File: src/rtl/multi_channel_clock_divider.sv
// NUM_CH independent runtime-programmable clock dividers whose divisor updates are deferred to period boundaries.
// Optional synchronous phase-align input enabled by defining CLKDIV_SYNC_RESTART_EN.
module multi_channel_clock_divider #(
    parameter int unsigned NUM_CH      = 4,
    parameter int unsigned WIDTH       = 32,
    parameter int unsigned DEFAULT_DIV = 100_000_000,
    localparam int unsigned CH_W       = (NUM_CH > 1) ? $clog2(NUM_CH) : 1
) (
    input  logic              clk,
    input  logic              reset,
    input  logic [NUM_CH-1:0] en,
    input  logic              wr_en,
    input  logic [CH_W-1:0]   wr_ch,
    input  logic [WIDTH-1:0]  wr_div,
`ifdef CLKDIV_SYNC_RESTART_EN
    input  logic              restart,
`endif
    output logic [NUM_CH-1:0] div_clk,
    output logic [NUM_CH-1:0] tick,
    output logic [NUM_CH-1:0] pending
);

    localparam logic [WIDTH-1:0] DEF_DIV = WIDTH'(DEFAULT_DIV);
    localparam logic [WIDTH-1:0] DEF_CNT = WIDTH'(DEFAULT_DIV - 1);

    logic             force_wrap;
    logic [WIDTH-1:0] wr_val;

`ifdef CLKDIV_SYNC_RESTART_EN
    assign force_wrap = restart;
`else
    assign force_wrap = 1'b0;
`endif

    // Divisors below 2 cannot produce a high and a low phase.
    assign wr_val = (wr_div < WIDTH'(2)) ? WIDTH'(2) : wr_div;

    for (genvar i = 0; i < NUM_CH; i++) begin : g_ch
        logic [WIDTH-1:0] count_q, count_d;
        logic [WIDTH-1:0] active_q, active_d;
        logic [WIDTH-1:0] shadow_q, shadow_d;
        logic [WIDTH-1:0] half;
        logic             pending_q, pending_d;
        logic             div_clk_q, div_clk_d;
        logic             tick_q, tick_d;
        logic             wrap;
        logic             wr_hit;

        assign half   = (active_q >> 1) + WIDTH'(active_q[0]);
        assign wrap   = (count_q == active_q - WIDTH'(1));
        assign wr_hit = wr_en && (int'(wr_ch) == i);

        always_comb begin
            count_d   = count_q;
            active_d  = active_q;
            shadow_d  = shadow_q;
            pending_d = pending_q;
            div_clk_d = div_clk_q;
            tick_d    = 1'b0;
            if (en[i]) begin
                if (force_wrap || wrap) begin
                    count_d   = '0;
                    tick_d    = 1'b1;
                    div_clk_d = 1'b1;
                    if (pending_q || force_wrap) begin
                        active_d  = shadow_q;
                        pending_d = 1'b0;
                    end
                end else begin
                    count_d = count_q + WIDTH'(1);
                    if (count_d == half) begin
                        div_clk_d = 1'b0;
                    end
                end
            end
            // A write on a wrap edge lands after the wrap consumed the old shadow.
            if (wr_hit) begin
                shadow_d  = wr_val;
                pending_d = 1'b1;
            end
        end

        always_ff @(posedge clk or posedge reset) begin
            if (reset) begin
                count_q   <= DEF_CNT;
                active_q  <= DEF_DIV;
                shadow_q  <= DEF_DIV;
                pending_q <= 1'b0;
                div_clk_q <= 1'b0;
                tick_q    <= 1'b0;
            end else begin
                count_q   <= count_d;
                active_q  <= active_d;
                shadow_q  <= shadow_d;
                pending_q <= pending_d;
                div_clk_q <= div_clk_d;
                tick_q    <= tick_d;
            end
        end

        assign div_clk[i] = div_clk_q;
        assign tick[i]    = tick_q;
        assign pending[i] = pending_q;
    end

endmodule

File: config.mk
export PLATFORM = sky130hd
export DESIGN_NAME = multi_channel_clock_divider
export DESIGN_NICKNAME = d
export VERILOG_FILES = /design/src/rtl/multi_channel_clock_divider.sv
export SDC_FILE = /design/constraint.sdc
export NUM_CORES = 1
export LEC_CHECK = 0
export ABC_AREA = 1
export CAP_MARGIN = 20
export CORE_MARGIN = 4
export CORE_UTILIZATION = 55
export CTS_BUF_LIST = sky130_fd_sc_hd__clkbuf_8
export DETAILED_ROUTE_END_ITERATION = 10
export HOLD_SLACK_MARGIN = 0.05
export PLACE_DENSITY_LB_ADDON = 0.12
export SLEW_MARGIN = 20
export SYNTH_ARGS = -nofsm -noshare
export SYNTH_HDL_FRONTEND = slang
export SYNTH_SLANG_ARGS = --single-unit
File: constraint.sdc
create_clock -name clk -period 14.49 [get_ports clk]
set_input_delay 2.1735 -clock clk [delete_from_list [all_inputs] [get_ports clk]]
set_output_delay 2.1735 -clock clk [all_outputs]
set_load 0.02 [all_outputs]
==> metrics.md <==
| Metric | Value |
|---|---|
| Status | finished clean |
| Clock latency on the worst-skew pair | 0.69 ns |
| Post-synth EDFFs | 0 |
| # DRC | 0 |
| Routed wire length | 116000 um |
| Syn_nets | 5617 |
| Clk sinks | approximately 400 |
| Setup TNS Final | 0 ns |
| Width of the die | 255 um |
| CTS max path bufs | 3 |
| Slew @ Worst Pin | ~0.85 ns |
| Root Buffer | clkbuf_8 |
| Layout cells sized above 1 | 0.0786 |
| #FFs+latches synth | 396 |
| Fin Clk Skew | 0.0423 ns |
| GRT Total Usage | 0.352 |
| Initial antenna violation count | 1 |
| Unrepaired setup endpoints after global routing | false |
| Async set-reset flop share out of synthesis | 1.00 |
| Final Setup Violations | 0 |
| Worst IR drop on VDD | 0.0716 mV |
| Ys Warns | 0 |
| Largest net degree at the start of global routing | 98 |
| CTS resizes | 0 |
| CP max-delay cell | buf_4 |
| Fmax | 244 MHz |
| TritonCTS clock tree | yes |
| Die ar. | 65100 um^2 |
| DP Wirelength | 90500 um |
| Worst-path clk slew | ~0.060 ns |
| Initial DRC count | 3695 |
| # hold bufs at CTS | 0 |
| CP top delay family | buffers and inverters |
| Critical Path Source Type | primary input |
| Nets | 5520 |
| Num CTS Buffers | 73 |
| Minimum clock period after layout | 4.11 ns |
| Hold Path Class | reg -> reg |
| Crit path max fanout | 97 |
| CP bufs+invs | 4 |
| WS Path Type | in -> async |
| Initial core utilization | 0.557 |
| P per Cell Area | roughly 93 nW/um^2 |
| Max Cap Viol | 0 |
| Die Y | 255 um |
| Syn Inst Count | 5560 |
| Crit path DAT | 4.78 ns |
| Most frequent CP cell | buf_4 |
| Top FF cell, synth | dfrtp_1 |
| GPL Wtd Cong | about 1.0 |
| Row count | 90 |
| First-pass GRT wire length | 181000 um |
| Post-CTS Setup Bufs | 0 |
| Hold Fails Final Rpt | 0 |
| Core Area | 60400 um^2 |
| Register area share after synthesis | 0.301 |
| Crit path cell chain | clkdlybuf4s50_1 > inv_8 > buf_4 > buf_4 |
| Slowest cell delay on critical path | 0.77 ns |
| Layout Utilization | 0.588 |
| GR Overflow Total | 0 |
| Pins Over Slew Limit | 0 |
| Max H-tree Level | 3 |
| Via density | 5.57 |
| I/O Buffers | 52 |
| Distinct cell type count after synthesis | slightly below 50 |
| Antenna viol nets, final | 0 |
| CP required | 15.16 ns |
| Mean Syn Cell Area | 6.04 um^2 |
| Top Ports | 53 |
| Mapped Area | roughly 34000 um^2 |
| Slew HR | 0.436 |
| Vias in the first global route | 31800 |
| Fraction of the cycle the final worst path needs | 0.283 |
| Drt pass-1 iters | 6 |
| CP endpoint kind | async pin |
| Leakage Power | between 0.015 and 0.02 uW |
| Vias | 35100 |
| Area Overhead vs Synth | 5.67% |
| Wire length per cell | 18.5 um |
## layout make-up
| class | instances | area, um^2 |
|---|---|---|
| repair buffers | 73 | 698 |
| flip-flops and latches | 396 | 10100 |
| diodes | 1 | 2.50 |
| well taps | 782 | 978 |
| inverters | 501 | 1890 |
| clock buffers | 89 | 1220 |
| clock inverters | 44 | 362 |
| fillers | 6044 | 24900 |
| multi-input cells | 4418 | 20200 |
## through the flow
| stage | hold WS, ns | total power [uW] | std cells | area [um^2] | worst slack [ns] |
|---|---|---|---|---|---|
| finish | 0.464 | 3300 | 6304 | 35500 | 10.38 |
| global route | 0.500 | 3480 | 6304 | 35500 | 10.01 |
| CTS | 0.461 | 3310 | 6302 | 35500 | 9.84 |
| detailed placement | 0.470 | 2110 | 6169 | 33900 | 9.11 |
| global placement | 0.462 | 2100 | 6169 | 33900 | 9.14 |
| floorplan | 0.442 | 1900 | 5560 | 33600 | 1.59 |
## placed cells by master, fill, tap and decap left out, types with 9 or more instances in the layout
cell type / netlist / layout
a21oi_1: 12 / 12
and2_1: 11 / 11
buf_4: 36 / 20
clkbuf_8: 0 / 89
clkdlybuf4s50_1: 0 / 52
dfrtp_1: 224 / 224
dfstp_2: 172 / 172
ha_1: 16 / 16
inv_1: 485 / 506
inv_2: 8 / 9
nand2_1: 2213 / 2213
nand2_2: 22 / 22
nand3_1: 426 / 426
nand3b_1: 13 / 13
nand4_1: 225 / 225
nor2_1: 795 / 795
nor2_2: 46 / 46
nor2_4: 17 / 17
nor3_1: 42 / 42
o21ai_0: 177 / 177
o21ai_1: 120 / 120
or2_2: 10 / 10
xnor2_1: 51 / 51
xor2_1: 160 / 160
## synth_stat cells (16+ instances only)
| cell | instances | share of area |
|---|---|---|
| xnor2_1 | 51 | 0.013 |
| dfstp_2 | 172 | 0.13 |
| buf_6 | 32 | 0.011 |
| nand3_1 | 426 | 0.063 |
| nor2_2 | 46 | 0.0086 |
| buf_2 | 58 | 0.0086 |
| nand2_1 | 2213 | 0.25 |
| nor2_1 | 795 | 0.089 |
| nor3_1 | 42 | 0.0063 |
| dfrtp_1 | 224 | 0.17 |
| clkbuf_1 | 117 | 0.013 |
| nand2_2 | 22 | 0.0041 |
| o21ai_0 | 177 | 0.026 |
| nor2_4 | 17 | 0.0057 |
| o21ai_1 | 120 | 0.018 |
| xor2_1 | 160 | 0.042 |
| inv_1 | 485 | 0.054 |
| ha_1 | 16 | 0.0060 |
| buf_4 | 36 | 0.0080 |
| nand4_1 | 225 | 0.042 |
## flip-flops by register name (all words and copies together) (netlist names)
signal / count
g_ch.active_q: 128
g_ch.count_q: 128
g_ch.shadow_q: 128
g_ch.div_clk_q: 4
g_ch.pending_q: 4
g_ch.tick_q: 4
## report_power, final
part | switching, uW | leakage [uW] | internal [uW]
Combinational | 430 | 0.0124 | 235
Clock | 532 | 0.000891 | 652
Sequential | 166 | 0.00474 | 1280
## metal layers
layer | GRT usage | vias up | wire, um | part of all wire
li1 | - | 17300 | - | -
met1 | 0.501 | 16100 | 51100 | 0.44
met2 | 0.554 | 1441 | 51700 | 0.44
met3 | 0.0473 | 227 | 9160 | 0.079
met4 | 0.125 | 0 | 4410 | 0.038
met5 | 0 | - | 0 | 0
## worst reg2reg max path: cells and delay by family (launching register included)
family / cells / cell delay, ns
adder cells (fa/ha/maj): 1 / 0.27
AND/OR/NAND/NOR: 13 / 2.75
buffers and inverters: 1 / 0.14
flip-flops: 1 / 0.44
## cells by family after synthesis
group | count (synthesis) | synth area share
XOR/XNOR | 217 | 0.0589
buffers and inverters | 746 | 0.0967
adder cells (fa/ha/maj) | 16 | 0.00596
AND/OR/NAND/NOR | 3855 | 0.486
AO/OA/AOI/OAI | 330 | 0.0507
flip-flops | 396 | 0.301
## worst paths after layout
check	from	to	slack [ns]	depth (start not counted)
max in group clk	en[3]	g_ch[3].div_clk_q$_DFFE_PP0P_	10.53	15
max	reset	g_ch[2].div_clk_q$_DFFE_PP0P_	10.38	4
max reg2reg	g_ch[3].active_q[0]$_DFFE_PP0P_	g_ch[3].active_q[9]$_DFFE_PP0P_	10.75	15
min in group asynchronous	reset	g_ch[0].count_q[9]$_DFFE_PP0P_	1.97	2
min	g_ch[0].shadow_q[21]$_DFFE_PP1P_	g_ch[0].active_q[21]$_DFFE_PP1P_	0.46	2
min reg2reg	g_ch[0].shadow_q[21]$_DFFE_PP1P_	g_ch[0].active_q[21]$_DFFE_PP1P_	0.46	2
Note: power is estimated with default switching activity, not from simulation.
